<file path="config.mk">
export PLATFORM = sky130hd
export DESIGN_NAME = keypad_decoder
export DESIGN_NICKNAME = d
export VERILOG_FILES = /design/src/rtl/keypad_decoder.sv
export SDC_FILE = /design/constraint.sdc
export NUM_CORES = 1
export LEC_CHECK = 0
export ABC_AREA = 1
export BUFFER_PORTS_ARGS = -buffer_cell sky130_fd_sc_hd__buf_2
export CORE_ASPECT_RATIO = 2
export CORE_MARGIN = 3
export CORE_UTILIZATION = 51
export DETAILED_ROUTE_END_ITERATION = 16
export GPL_TIMING_DRIVEN = 0
export PLACE_DENSITY = 0.73
export SETUP_SLACK_MARGIN = 0.02
export SLEW_MARGIN = 20
export SYNTH_ARGS = -nofsm -noshare
export SYNTH_HDL_FRONTEND = slang
export SYNTH_SLANG_ARGS = --single-unit
</file>
<file path="constraint.sdc">
create_clock -name clk_div -period 1.4 [get_ports clk_div]
set_input_delay 0.21 -clock clk_div [delete_from_list [all_inputs] [get_ports clk_div]]
set_output_delay 0.21 -clock clk_div [all_outputs]
set_load 0.02 [all_outputs]
</file>
<file path="src/rtl/keypad_decoder.sv">
// keypad_decoder
//    Downstream stage of the keypad row scanner. Synchronises the raw column
//    lines, pairs each column sample with the row that produced it, and
//    debounces presses and releases over repeated scans of that row.
//
// Ports
//    clk_div      clock shared with the row scanner (one row per clock)
//    rst          synchronous, active-high reset
//    row[3:0]     one-hot row drive from the scanner
//    col[3:0]     raw asynchronous column sense, active-high
//    key_code     last accepted key, {row index, col index}
//    key_valid    one-cycle pulse when a new debounced press is accepted
//    key_held     high while the accepted key is considered pressed
//    key_release  one-cycle pulse when a debounced release completes
//
// state        | meaning
// -------------+-----------------------------------------------------------
// ST_IDLE      | no key; waiting for a single-column hit on any row
// ST_CANDIDATE | counting consecutive exact matches of the candidate key
// ST_PRESSED   | key accepted and held; other keys locked out
// ST_RELEASING | counting consecutive observations of the key released

module keypad_decoder #(
   parameter int DEBOUNCE_SCANS = 4,
   parameter int SYNC_STAGES    = 2
) (
   input  logic       clk_div,
   input  logic       rst,
   input  logic [3:0] row,
   input  logic [3:0] col,
   output logic [3:0] key_code,
   output logic       key_valid,
   output logic       key_held,
   output logic       key_release
);

   localparam int               CNT_W    = $clog2(DEBOUNCE_SCANS + 1);
   localparam logic [CNT_W-1:0] CNT_ONE  = CNT_W'(1);
   localparam logic [CNT_W-1:0] CNT_DONE = CNT_W'(DEBOUNCE_SCANS);

   typedef enum logic [1:0] {
      ST_IDLE,
      ST_CANDIDATE,
      ST_PRESSED,
      ST_RELEASING
   } state_t;

   // Column synchroniser and matching row delay line, stage 0 first.
   logic [SYNC_STAGES-1:0][3:0] col_sync_q, col_sync_d;
   logic [SYNC_STAGES-1:0][3:0] row_dly_q,  row_dly_d;

   state_t           state_q, state_d;
   logic [CNT_W-1:0] cnt_q, cnt_d;
   logic [1:0]       cand_r_q, cand_r_d;
   logic [1:0]       cand_c_q, cand_c_d;
   logic [3:0]       key_code_q, key_code_d;
   logic             key_valid_q, key_valid_d;
   logic             key_held_q, key_held_d;
   logic             key_release_q, key_release_d;

   logic [3:0]       s_row, s_col;
   logic             s_row_ok, s_col_one_hot;
   logic [1:0]       s_r, s_c;
   logic             cand_hit, col_at_cand;
   logic [3:0]       cand_mask;
   logic [CNT_W-1:0] cnt_inc;

   always_comb begin
      col_sync_d    = col_sync_q;
      row_dly_d     = row_dly_q;
      col_sync_d[0] = col;
      row_dly_d[0]  = row;
      for (int i = 1; i < SYNC_STAGES; i++) begin
         col_sync_d[i] = col_sync_q[i-1];
         row_dly_d[i]  = row_dly_q[i-1];
      end
   end

   assign s_row = row_dly_q[SYNC_STAGES-1];
   assign s_col = col_sync_q[SYNC_STAGES-1];

   // A non-one-hot delayed row (scanner glitch or reset fill) is a no-op.
   assign s_row_ok      = (s_row != 4'd0) && ((s_row & (s_row - 4'd1)) == 4'd0);
   assign s_col_one_hot = (s_col != 4'd0) && ((s_col & (s_col - 4'd1)) == 4'd0);

   always_comb begin
      s_r = 2'd0;
      case (s_row)
         4'b0010: s_r = 2'd1;
         4'b0100: s_r = 2'd2;
         4'b1000: s_r = 2'd3;
         default: s_r = 2'd0;
      endcase
   end

   always_comb begin
      s_c = 2'd0;
      case (s_col)
         4'b0010: s_c = 2'd1;
         4'b0100: s_c = 2'd2;
         4'b1000: s_c = 2'd3;
         default: s_c = 2'd0;
      endcase
   end

   assign cand_hit    = s_row_ok && (s_r == cand_r_q);
   assign cand_mask   = 4'b0001 << cand_c_q;
   assign col_at_cand = s_col[cand_c_q];
   assign cnt_inc     = cnt_q + CNT_ONE;

   always_comb begin
      state_d       = state_q;
      cnt_d         = cnt_q;
      cand_r_d      = cand_r_q;
      cand_c_d      = cand_c_q;
      key_code_d    = key_code_q;
      key_held_d    = key_held_q;
      key_valid_d   = 1'b0;
      key_release_d = 1'b0;

      case (state_q)
         ST_IDLE: begin
            if (s_row_ok && s_col_one_hot) begin
               state_d  = ST_CANDIDATE;
               cand_r_d = s_r;
               cand_c_d = s_c;
               cnt_d    = CNT_ONE;
            end
         end

         ST_CANDIDATE: begin
            if (cand_hit) begin
               // Any deviation from the exact single-column pattern drops
               // the candidate, including extra columns in the same row.
               if (s_col == cand_mask) begin
                  if (cnt_inc == CNT_DONE) begin
                     state_d     = ST_PRESSED;
                     cnt_d       = '0;
                     key_code_d  = {cand_r_q, cand_c_q};
                     key_held_d  = 1'b1;
                     key_valid_d = 1'b1;
                  end else begin
                     cnt_d = cnt_inc;
                  end
               end else begin
                  state_d = ST_IDLE;
                  cnt_d   = '0;
               end
            end
         end

         ST_PRESSED: begin
            if (cand_hit && !col_at_cand) begin
               state_d = ST_RELEASING;
               cnt_d   = CNT_ONE;
            end
         end

         ST_RELEASING: begin
            if (cand_hit) begin
               if (!col_at_cand) begin
                  if (cnt_inc == CNT_DONE) begin
                     state_d       = ST_IDLE;
                     cnt_d         = '0;
                     key_held_d    = 1'b0;
                     key_release_d = 1'b1;
                  end else begin
                     cnt_d = cnt_inc;
                  end
               end else begin
                  // Release bounce: key is still down, no fresh key_valid.
                  state_d = ST_PRESSED;
                  cnt_d   = '0;
               end
            end
         end

         default: begin
            state_d = ST_IDLE;
            cnt_d   = '0;
         end
      endcase
   end

   always_ff @(posedge clk_div) begin
      if (rst) begin
         col_sync_q    <= '0;
         row_dly_q     <= '0;
         state_q       <= ST_IDLE;
         cnt_q         <= '0;
         cand_r_q      <= 2'd0;
         cand_c_q      <= 2'd0;
         key_code_q    <= 4'd0;
         key_valid_q   <= 1'b0;
         key_held_q    <= 1'b0;
         key_release_q <= 1'b0;
      end else begin
         col_sync_q    <= col_sync_d;
         row_dly_q     <= row_dly_d;
         state_q       <= state_d;
         cnt_q         <= cnt_d;
         cand_r_q      <= cand_r_d;
         cand_c_q      <= cand_c_d;
         key_code_q    <= key_code_d;
         key_valid_q   <= key_valid_d;
         key_held_q    <= key_held_d;
         key_release_q <= key_release_d;
      end
   end

   assign key_code    = key_code_q;
   assign key_valid   = key_valid_q;
   assign key_held    = key_held_q;
   assign key_release = key_release_q;

endmodule

</file>
=== Word level (Yosys, flattened, before mapping) ===
Cells that the tools add are included.

* Add/sub/neg operators: 3
* Magnitude comparators: 1
* Equality and inequality tests: 22
* Shift operators: 1
* Mux-type cells: 29
* Bitwise logic cells: 6
* Reductions and logical operators: 19

{| class="wikitable"
|+ Operators by type and width
! kind !! count
|-
| 3-bit two-way mux || 7
|-
| 2-bit two-way mux || 8
|-
| 2-bit != test, second input constant || 8
|-
| 2-bit one-hot mux with 3 select lines || 2
|-
| 3-bit one-hot mux with 4 select lines || 1
|-
| 4-bit AND || 2
|-
| 4-bit by 2-bit equality test with 1-bit output, second input constant || 2
|-
| 4-bit by 3-bit equality test with 1-bit output, second input constant || 2
|-
| 4-bit equality test, second input constant || 2
|-
| 4-bit logical NOT || 2
|-
| 1-bit two-way mux || 8
|-
| 2-bit one-hot mux with 4 select lines || 1
|-
| 4-bit AND reduction || 2
|-
| 4-bit nonzero test || 2
|-
| 4-bit OR reduction || 2
|-
| 4-bit by 1-bit subtractor with 4-bit output, second input constant || 2
|-
| 7-bit AND reduction || 1
|-
| 3-bit != test, second input constant || 2
|-
| 6-bit AND reduction || 1
|-
| 1-bit logical AND || 5
|-
| 2-bit equality test, second input constant || 2
|-
| 4-bit equality test || 1
|-
| 1-bit NOT || 4
|-
| 1-bit by 2-bit left shift with 4-bit output, first input constant || 1
|-
| 11 further kinds || 11
|}

* Flip-flop bits (word level): 32
* Logic and storage cells: 93

=== Depth between registers and ports, before layout ===
Gate-level depths: netlist (run 1).

* Word-level depth: 8
* Depth in mapped cells: 13
* Depth with buffers taken out: 13

=== Worst setup path after synthesis (run 1) ===
Ideal clock, no wire load.

* Kind: register to register
* Start point: register row_dly_q (netlist bit s_row[3])
* End point: register cnt_q[1]
* Arrival: 1.285 ns
* Setup slack: 0.003 ns
* Stages on the path, launching flop included: 12
* Buffers on the path: 0
* Clock period less this slack: 1.397 ns
* Cell sequence: dfxtp_1 > inv_1 > nand2_1 > nand3_1 > xor2_1 > nand3_1 > nand2_2 > inv_2 > nor2_4 > nand2_1 > nand2_1 > nor2_1

* Longest elaborated chain between the ends: 8
* Elaborated cells between the ends (all ways): 18

{| class="wikitable"
|+ RTL lines
! element !! RTL line !! RTL
|-
| start: declaration || 50 || <nowiki>logic [SYNC_STAGES-1:0][3:0] row_dly_q, row_dly_d;</nowiki>
|-
| start signal: assignment || 199 || <nowiki>row_dly_q <= row_dly_d;</nowiki>
|-
| 4-bit by 1-bit subtractor with 4-bit output || 83 || <nowiki>assign s_row_ok = (s_row != 4'd0) && ((s_row & (s_row - 4'd1)) == 4'd0);</nowiki>
|-
| 4-bit AND || 83 ||
|-
| 4-bit logical NOT || 83 ||
|-
| 1-bit logical AND || 83 ||
|-
| 1-bit logical AND || 106 || <nowiki>assign cand_hit = s_row_ok && (s_r == cand_r_q);</nowiki>
|-
| 1-bit logical AND || 153 || <nowiki>if (cand_hit && !col_at_cand) begin</nowiki>
|-
| 2-bit != test (no source line) || -- ||
|-
| 4-bit AND reduction (no source line) * || -- ||
|-
| end signal: assignment || 201 || <nowiki>cnt_q <= cnt_d;</nowiki>
|-
| end: declaration || 53 || <nowiki>logic [CNT_W-1:0] cnt_q, cnt_d;</nowiki>
|}

Mark *: on every way between the ends. The rest lies on a longest branch, timed or not.
A chain may end at the register's enable or synchronous reset.

=== Worst setup path after layout (run 1) ===
* Start point: register row_dly_q (netlist bit s_row[2])
* End point: register cnt_q[1]

Same word-level chain as after synthesis.

==> results.sh, run 1 <==
export IMPL_synth_area_leaders="dfxtp_1 44%, nor2_1 9.7%, inv_1 9.2%"
export IMPL_yosysWarnings=0
export IMPL_cts_buffer_depth=2
export IMPL_yosysTopAreaCellShare_pct=43.7
export IMPL_grt_usage_pct=19.8
export IMPL_crit_arrival_ps=1730
export IMPL_routed_wirelength_um=3290
export IMPL_worstPathRequired_ps=1590
export IMPL_overflow=0
export IMPL_grt_pass1_vias=1359
export IMPL_drive_above_1_share_pct=36.1
export IMPL_core_area_sq_mm=0.00264
export IMPL_gp_congestion=0.916
export IMPL_clkTransAtPathRegs_ps=70
export IMPL_min_period_ps=1540
export IMPL_layout_commonest_cell="nor2_1"
export IMPL_total_power_mw=2.57
export IMPL_hold_buffers=0
export IMPL_cp_end_kind="flip-flop"
export IMPL_critical_path_class="flip-flop to flip-flop"
export IMPL_p_leak_nw=0.860
export IMPL_root_buffer="clkbuf_8"
export IMPL_area_delta_synth_final_pct=29.0
export IMPL_avgSynthCellArea_sq_um=7.04
export IMPL_skew_ps=7.62
export IMPL_post_place_ws_ps=-275
export IMPL_cts_sinks=32
export IMPL_power_frac_seq_pct=41.7
export IMPL_ant_nets=0
export IMPL_dieWidth_um=43.9
export IMPL_cts_made_buffers=5
export IMPL_rsz0062_at_grt="yes"
export IMPL_yosysSeqAreaShare_pct=43.7
export IMPL_combPwrFrac_pct=30.3
export IMPL_synth_nets=221
export IMPL_layout_nets=250
export IMPL_worst_slack_ps=-144
export IMPL_fp_dieH_um=81.8
export IMPL_cp_max_fo=4
export IMPL_cts_tree="yes"
export IMPL_dr_pass1_iters=6
export IMPL_syn_area_sq_mm=0.00147
export IMPL_route_detailed_drc=0
export IMPL_p_per_area_mw_per_mm2=1360
export IMPL_synth_distinct_cells=23
export IMPL_yosys_area_top_type="dfxtp_1"
export IMPL_avgRoutedWirePerCell_um=12.4
export IMPL_irDropWorstVdd_mv=0.881
export IMPL_worstMarginPinSlew_ps=439
export IMPL_rows=26
export IMPL_drv_slew=0
export IMPL_cts_max_level=2
export IMPL_vias=1375
export IMPL_initial_utilization_pct=55.6
export IMPL_grt_max_degree=11
export IMPL_startpoint_type="flip-flop"
export IMPL_violations="setup timing"
export IMPL_p_int_mw=1.70
export IMPL_detail_route_iter0_violations=39
export IMPL_tns_ps=-1140
export IMPL_diodes=0
export IMPL_status="finished, violations left"
export IMPL_antenna_found_initial=0
export IMPL_dp_hpwl_um=2270
export IMPL_io_buffer_count=15
export IMPL_design_die_area_sq_mm=0.00359
export IMPL_ys_ff_latch=32
export IMPL_max_clock_freq_mhz=648
export IMPL_switching_share_pct=33.8
export IMPL_setup_viol=12
export IMPL_insertion_delay_ps=290
export IMPL_fin_crit_sh_pct=110
export IMPL_clkPwrFrac_pct=28.0
export IMPL_hold_viol=0
export IMPL_max_slew_margin_rel_pct=70.8
export IMPL_p_switching_uw=868
export IMPL_ioPinCount=17
export IMPL_viasPerCell=5.17
export IMPL_hp_class="input port to flip-flop"
export IMPL_grt_pass1_wl_um=5320
export IMPL_synthCells=208
export IMPL_maxCapViolations=0
export IMPL_final_cell_mix="32 x nor2_1, 31 x inv_1, 22 x dfxtp_1"
-- critical path: stages (launching register included) --
cell     delay [ps]
dfxtp_4         390
inv_2            40
nand2_2          90
nand2_2          60
nand2_2          80
nand2_2          60
nor2_4          150
nand2_4          80
nand2_2          90
nand2_2          70
nor2_4          150
nand2_1          80
nand2_1          70
nor2_1           40
-- flip-flops by register name, indices dropped and copies added, names as in the netlist --
register     cells
col_sync_d       4
key_code         4
row_dly_d        4
s_col            4
s_row            4
cnt_q            3
cand_c_q         2
cand_r_q         2
state_q          2
key_held         1
key_release      1
key_valid        1
-- metrics by stage --
step | std cells | hold slack (ps) | cell area, sq um | utilization [%]
after floorplan | 208 | 317 | 1470 | -
after global placement | 251 | 390 | 1580 | 60.1
after detailed placement | 251 | 392 | 1580 | 60.1
after CTS | 264 | 122 | 1780 | 67.5
after global routing | 266 | 140 | 1890 | 71.7
final | 266 | 126 | 1890 | 71.7
-- cell usage after synthesis --
cell and number:
nor2_1 38, inv_1 36, nand2_1 33, dfxtp_1 32, o21ai_0 14, a21oi_1 11, nand3_1 11, nand2_2 5
ha_1 3, inv_2 3, nor3_1 3, a21oi_2 2, buf_6 2, clkbuf_1 2, nand4_1 2, nor2_4 2
o211ai_1 2, o21ai_1 2, a31oi_1 1, and3_1 1, nand3_2 1, nor2b_2 1, xor2_1 1
-- routing by layer --
layer | track usage (%) | vias up | part of all wire [%]
met2 | 37.4 | 37 | 58
met1 | 16.7 | 622 | 33
met5 | 0 | - | 0
li1 | - | 701 | -
met4 | 14.8 | 0 | 5.3
met3 | 4.82 | 15 | 3.8
-- layout make-up --
class / count / area, sq um
plain buffers: 4 / 30.0
fillers: 198 / 744
inverters: 39 / 146
multi-input cells: 133 / 790
clock buffers: 8 / 90.1
flip-flops and latches: 32 / 668
well taps: 28 / 35.0
repair buffers: 22 / 131
-- what timing repair did --
action | 4_1_cts | 5_1_grt
gates cloned | 0 | 0
pin swaps | 11 | 16
resized for setup | 36 | 28
setup buffers | 5 | 2
endpoints found under the setup margin | 16 | 16
-- final timing paths --
kind                                    start  slack, ps           end  cells after the start
worst max register to register       s_row[2]       -140      cnt_q[1]                     13
worst min-delay path                   row[1]        130  row_dly_d[5]                      3
worst min register to register  col_sync_d[4]        390      s_col[0]                      2
worst max-delay path                 s_row[2]       -140      cnt_q[1]                     13
-- cell families after synthesis --
logic type | count (synthesis) | share of synthesized area (%)
AOI/OAI and AO/OA | 32 | 11.9
xor gates and xnor gates | 1 | 0.598
adders and majority gates | 3 | 2.56
buffers and inverters | 43 | 12.0
DFF | 32 | 43.7
and+or+nand+nor | 97 | 29.2
-- power by group through the flow --
stage	Clock [mW]	Sequential, mW	Combinational [mW]
3_3_place_gp	0	1.07	0.573
2_1_floorplan	0	1.06	0.489
6_report	0.720	1.07	0.779
3_5_place_dp	0	1.08	0.590
5_1_grt	0.760	1.08	0.866
4_1_cts	0.729	1.07	0.644
(Power assumes the default switching activity.)
==> inputs of run 2 (changes only) <==
--- a/config.mk
+++ b/config.mk
@@ -5,14 +5,13 @@
 export SDC_FILE = /design/constraint.sdc
 export NUM_CORES = 1
 export LEC_CHECK = 0
-export ABC_AREA = 1
 export BUFFER_PORTS_ARGS = -buffer_cell sky130_fd_sc_hd__buf_2
 export CORE_ASPECT_RATIO = 2
 export CORE_MARGIN = 3
-export CORE_UTILIZATION = 51
+export CORE_UTILIZATION = 50
 export DETAILED_ROUTE_END_ITERATION = 16
 export GPL_TIMING_DRIVEN = 0
-export PLACE_DENSITY = 0.73
+export PLACE_DENSITY = 0.72
 export SETUP_SLACK_MARGIN = 0.02
 export SLEW_MARGIN = 20
 export SYNTH_ARGS = -nofsm -noshare
==> results.sh, run 2 <==
export IMPL_power_frac_seq_pct=49.7
export IMPL_setup_viol=15
export IMPL_violations="setup timing"
export IMPL_total_power_mw=1.96
export IMPL_dr_pass1_iters=4
export IMPL_grt_pass1_vias=1249
export IMPL_rsz0062_at_grt="yes"
export IMPL_yosysWarnings=0
export IMPL_seqCellArea_sq_um=672
export IMPL_design_die_area_sq_mm=0.00349
export IMPL_hp_class="input port to flip-flop"
export IMPL_ys_dominant_reg_cell="dfxtp_1"
export IMPL_grt_pass1_wl_um=5280
export IMPL_startpoint_type="flip-flop"
export IMPL_status="finished, violations left"
export IMPL_route_detailed_drc=0
export IMPL_final_area_sq_mm=0.00194
export IMPL_worst_r2r_path_depth=7
export IMPL_final_cell_mix="21 x dfxtp_1, 16 x nor2b_1, 16 x buf_2"
export IMPL_dp_hpwl_um=2020
export IMPL_worstMarginPinSlew_ps=526
export IMPL_cts_tree="yes"
export IMPL_diodes=0
export IMPL_viasPerCell=5.75
export IMPL_fp_dieH_um=80.6
export IMPL_cts_sinks=32
export IMPL_place_area_sq_mm=0.00156
export IMPL_hold_buffers=0
export IMPL_detail_route_iter0_violations=24
export IMPL_min_period_ps=1790
export IMPL_core_area_sq_mm=0.00260
export IMPL_synth_area_leaders="dfxtp_1 46%, nor2b_1 7.7%, nor2_1 3.8%"
export IMPL_drv_slew=0
export IMPL_gp_congestion=0.855
export IMPL_cts_made_buffers=5
export IMPL_p_int_mw=1.50
export IMPL_dieWidth_um=43.3
export IMPL_insertion_delay_ps=280
export IMPL_io_buffer_count=16
export IMPL_antenna_found_initial=0
export IMPL_worstPathRequired_ps=1550
export IMPL_hold_path_depth=2
export IMPL_maxCapViolations=0
export IMPL_nFillCells=179
export IMPL_fin_util_pct=74.5
export IMPL_ant_nets=0
export IMPL_yosys_area_top_type="dfxtp_1"
export IMPL_synth_edf_count=0
export IMPL_p_per_area_mw_per_mm2=1010
export IMPL_skew_ps=7.64
export IMPL_irDropWorstVdd_mv=1.03
export IMPL_vias=1208
export IMPL_p_leak_nw=0.747
export IMPL_ys_ff_latch=32
export IMPL_ioPinCount=17
export IMPL_synth_nets=160
export IMPL_synth_distinct_cells=40
export IMPL_layout_nets=195
export IMPL_area_delta_synth_final_pct=39.4
export IMPL_switching_share_pct=23.7
export IMPL_layout_commonest_cell="dfxtp_1"
export IMPL_cts_buffer_depth=2
export IMPL_max_clock_freq_mhz=558
export IMPL_grt_max_degree=11
export IMPL_grt_usage_pct=20.1
export IMPL_tns_ps=-4380
export IMPL_clkTransAtPathRegs_ps=70
export IMPL_yosysSeqAreaShare_pct=46.1
export IMPL_critical_path_class="flip-flop to flip-flop"
export IMPL_avgSynthCellArea_sq_um=9.46
export IMPL_multi_input_area_sq_um=880
export IMPL_routed_wirelength_um=3180
export IMPL_cp_max_fo=4
export IMPL_crit_arrival_ps=1940
export IMPL_syn_area_sq_mm=0.00139
export IMPL_root_buffer="clkbuf_8"
export IMPL_avgRoutedWirePerCell_um=15.1
export IMPL_overflow=0
export IMPL_yosysTopAreaCellShare_pct=46.1
export IMPL_worst_slack_ps=-393
export IMPL_fin_crit_sh_pct=128
export IMPL_synth_async_reset_ratio_pct=0
export IMPL_clkPwrFrac_pct=38.2
export IMPL_combPwrFrac_pct=12.1
export IMPL_synth_top_cells_by_count="32 x dfxtp_1, 17 x nor2b_1, 14 x nor2_1"
export IMPL_p_switching_uw=465
export IMPL_yosys_cell_count_top_type="dfxtp_1"
export IMPL_initial_utilization_pct=53.4
export IMPL_max_slew_margin_rel_pct=65.0
export IMPL_rows=26
export IMPL_synthCells=147
export IMPL_hold_viol=0
export IMPL_drive_above_1_share_pct=45.6
export IMPL_cts_max_level=2
export IMPL_cp_end_kind="flip-flop"
[run 2: changes by cell type after synthesis, sizes merged, moves of 3 or more]
cell	delta
a21oi	-8
inv	-33
mux2i	+5
nand2	-32
nand3	-10
nor2	-26
nor2b	+16
nor3	+5
nor3b	+3
o21ai	-10
xnor2	+3
[run 2: cells by family (layout without fill, tap and decap cells)]
family	after synthesis	count (layout)	synth area share [%]
flops	32	32	46.1
buf+inv	13	48	4.05
xor+xnor	4	4	2.52
mux	6	6	5.49
simple gates	64	64	26.4
compound gates	25	25	12.8
fa+ha+maj	3	3	2.70
[run 2: cell type report]
class | count | area share [%]
multi-input cells | 102 | 45.4
flip-flops and latches | 32 | 34.7
repair buffers | 32 | 11.3
clock buffers | 7 | 4.97
well taps | 28 | 1.81
inverters | 6 | 1.29
plain buffers | 3 | 0.581
[run 2: critical path: stages, from the launching register on]
cell     delay [ps]
dfxtp_4         370
mux4_2          560
inv_2            90
a21o_1          160
a32oi_4          90
buf_6           160
nor3_4          170
nor3_1           60
[run 2: power groups by stage]
stage / clock (mW) / combinational, mW / sequential (mW)
after floorplan: 0 / 0.125 / 0.980
after global placement: 0 / 0.155 / 0.986
after detailed placement: 0 / 0.161 / 0.988
after CTS: 0.767 / 0.215 / 0.970
after global routing: 0.800 / 0.257 / 0.981
final: 0.751 / 0.237 / 0.976
[run 2: final timing paths]
check / from / slack, ps / to
worst max-delay path: cand_c_q[0] / -390 / cnt_q[0]
worst min-delay path: col[0] / 140 / col_sync_d[4]
worst max register to register: cand_c_q[0] / -390 / cnt_q[0]
worst min register to register: row_dly_d[5] / 440 / s_row[1]
[run 2: per-stage QoR]
stage               hold WS (ps)  cells  setup WS, ps
global route                 153    210          -520
finish                       143    210          -393
global placement             418    191          -516
detailed placement           425    191          -577
floorplan                    338    147          -349
CTS                          138    207          -417
[run 2: timing repair]
item | in CTS | in global routing
cloned | 0 | 0
setup endpoints to repair | 15 | 16
resized for setup | 27 | 28
hold endpoints to repair | 0 | 0
pin swaps | 17 | 11
setup buffers | 9 | 7
[run 2: per-layer routing]
metal	part of all wire, %	vias up	track usage [%]
met3	4.2	6	6.28
met4	1.7	0	8.16
li1	-	591	-
met5	0	-	0
met2	58	28	38.6
met1	36	583	18.4
==> inputs of run 3 (changes only) <==
--- a/config.mk
+++ b/config.mk
@@ -6,12 +6,14 @@
 export NUM_CORES = 1
 export LEC_CHECK = 0
 export BUFFER_PORTS_ARGS = -buffer_cell sky130_fd_sc_hd__buf_2
+export CELL_PAD_IN_SITES_DETAIL_PLACEMENT = 2
+export CELL_PAD_IN_SITES_GLOBAL_PLACEMENT = 2
 export CORE_ASPECT_RATIO = 2
-export CORE_MARGIN = 3
-export CORE_UTILIZATION = 50
+export CORE_UTILIZATION = 31
+export CTS_CLUSTER_SIZE = 40
 export DETAILED_ROUTE_END_ITERATION = 16
 export GPL_TIMING_DRIVEN = 0
-export PLACE_DENSITY = 0.72
+export PLACE_DENSITY = 0.71
 export SETUP_SLACK_MARGIN = 0.02
 export SLEW_MARGIN = 20
 export SYNTH_ARGS = -nofsm -noshare
==> results.sh, run 3 (same netlist as run 2, synthesis figures left out) <==
export IMPL_antenna_found_initial=0
export IMPL_drive_above_1_share_pct=48.7
export IMPL_worst_r2r_path_depth=8
export IMPL_area_delta_synth_final_pct=44.6
export IMPL_slowest_stage="or4b_4"
export IMPL_final_cell_mix="21 x dfxtp_1, 17 x buf_4, 16 x nor2b_1, 16 x buf_2, 12 x nor2_1"
export IMPL_drv_slew=0
export IMPL_max_clock_freq_mhz=542
export IMPL_final_cell_count_no_fill=243
export IMPL_critical_path_class="flip-flop to flip-flop"
export IMPL_cp_cell_sequence="buf_6 -> buf_4 -> o21ai_1 -> o21ai_2 -> o21ai_2 -> nand3_4 -> or4b_4 -> a21oi_2"
export IMPL_place_inst=217
export IMPL_root_buffer="clkbuf_8"
export IMPL_cp_end_kind="flip-flop"
export IMPL_dieWidth_um=49.4
export IMPL_irDropWorstVdd_mv=0.735
export IMPL_max_slew_margin_rel_pct=62.3
export IMPL_avgRoutedWirePerCell_um=17.0
export IMPL_cp_max_fo=8
export IMPL_fin_util_pct=46.3
export IMPL_rows=34
export IMPL_cts_sinks=32
export IMPL_setup_viol=15
export IMPL_dr_pass1_iters=4
export IMPL_seqCellArea_sq_um=669
export IMPL_route_detailed_drc=0
export IMPL_post_place_ws_ps=-591
export IMPL_vias=1240
export IMPL_grt_usage_pct=18.2
export IMPL_multi_input_area_sq_um=865
export IMPL_initial_utilization_pct=32.0
export IMPL_ant_nets=0
export IMPL_layout_commonest_cell="dfxtp_1"
export IMPL_routed_wirelength_um=4130
export IMPL_clkTransAtPathRegs_ps=60
export IMPL_layout_nets=202
export IMPL_grt_pass1_wl_um=6460
export IMPL_design_die_area_sq_mm=0.00477
export IMPL_worstMarginPinSlew_ps=565
export IMPL_r2r_slack_ps=-440
export IMPL_cts_buffer_depth=2
export IMPL_timing_critical_path_slowest_cell_delay_ps=520
export IMPL_diodes=0
export IMPL_rsz0062_at_grt="yes"
export IMPL_violations="setup timing"
export IMPL_crit_path_frequent_cell="o21ai_2"
export IMPL_detail_route_iter0_violations=4
export IMPL_overflow=0
export IMPL_hp_class="input port to flip-flop"
export IMPL_cts_max_level=2
export IMPL_p_per_area_mw_per_mm2=995
export IMPL_grt_pass1_vias=1353
export IMPL_crit_end="cand_c_q[1]"
export IMPL_gp_congestion=0.782
export IMPL_crit_arrival_ps=2050
export IMPL_startpoint_type="flip-flop"
export IMPL_worst_slack_ps=-445
export IMPL_io_buffer_count=16
export IMPL_dp_hpwl_um=2800
export IMPL_nFillCells=502
export IMPL_status="finished, violations left"
export IMPL_maxCapViolations=0
export IMPL_crit_reg2reg_launch="s_col[1]"
export IMPL_grt_max_degree=11
export IMPL_worstPathRequired_ps=1610
export IMPL_min_period_ps=1840
export IMPL_cts_tree="yes"
export IMPL_p_leak_nw=0.774
export IMPL_r2r_end="cand_c_q[1]"
export IMPL_fp_dieH_um=96.7
export IMPL_skew_ps=7.72
export IMPL_viasPerCell=5.10
export IMPL_fin_crit_sh_pct=132
export IMPL_ioPinCount=17
export IMPL_core_area_sq_mm=0.00434
export IMPL_hold_viol=0
export IMPL_cp_startpoint="s_col[1]"
export IMPL_cts_made_buffers=5
export IMPL_insertion_delay_ps=290
export IMPL_hold_buffers=0
run 3: critical path: cells and delay by family (launching register included):
kind / cells / cell delay [ps]
DFF: 1 / 310
and+or+nand+nor: 2 / 670
AOI/OAI and AO/OA: 4 / 520
buffers and inverters: 2 / 270
run 3: per-layer routing:
| layer | vias up | wire (um) | global-route usage, % |
|---|---|---|---|
| met1 | 608 | 1420 | 16.1 |
| met2 | 26 | 2500 | 36.9 |
| met3 | 9 | 107 | 3.30 |
| li1 | 597 | - | - |
| met4 | 0 | 99 | 7.47 |
| met5 | - | 0 | 0 |
run 3: power by group:
group	internal (mW)	total, mW	switching [mW]	leakage [nW]
sequential	0.936	0.968	0.0325	0.268
combinational	0.134	0.258	0.124	0.455
clock	0.438	0.775	0.337	0.0503
run 3: final cells by class:
| class | instances | area share (%) |
|---|---|---|
| Timing Repair Buffer | 37 | 12.6 |
| Multi-Input combinational cell | 102 | 43.0 |
| Buffer | 5 | 1.68 |
| Inverter | 6 | 1.31 |
| Tap cell | 54 | 3.36 |
| Clock buffer | 7 | 4.79 |
| Sequential cell | 32 | 33.3 |
run 3: worst min-delay path by stage:
stage	start	end	cells past startpoint	slack [ps]
6_report	row[3]	row_dly_d[7]	2	140
5_1_grt	col[1]	col_sync_d[5]	2	140
4_1_cts	col[1]	col_sync_d[5]	2	140
3_5_place_dp	col[1]	col_sync_d[5]	2	430
3_3_place_gp	row_dly_d[6]	s_row[2]	1	420
2_1_floorplan	col[0]	col_sync_d[4]	1	340
run 3: repair_timing:
item / CTS / global route
gates resized for setup: 37 / 19
buffers inserted: 15 / 7
endpoints found under the setup margin: 16 / 16
gates cloned: 1 / 0
pin swaps: 19 / 10
run 3: metrics by stage:
step           TNS, ps  total power, mW  hold WS [ps]  area, sq um
4_1_cts          -5210             2.00           139         1920
2_1_floorplan    -3420             1.11           338         1450
3_5_place_dp     -7050             1.16           428         1590
6_report         -5420             2.00           141         2010
3_3_place_gp     -6100             1.15           417         1590
5_1_grt          -6780             2.08           141         2010
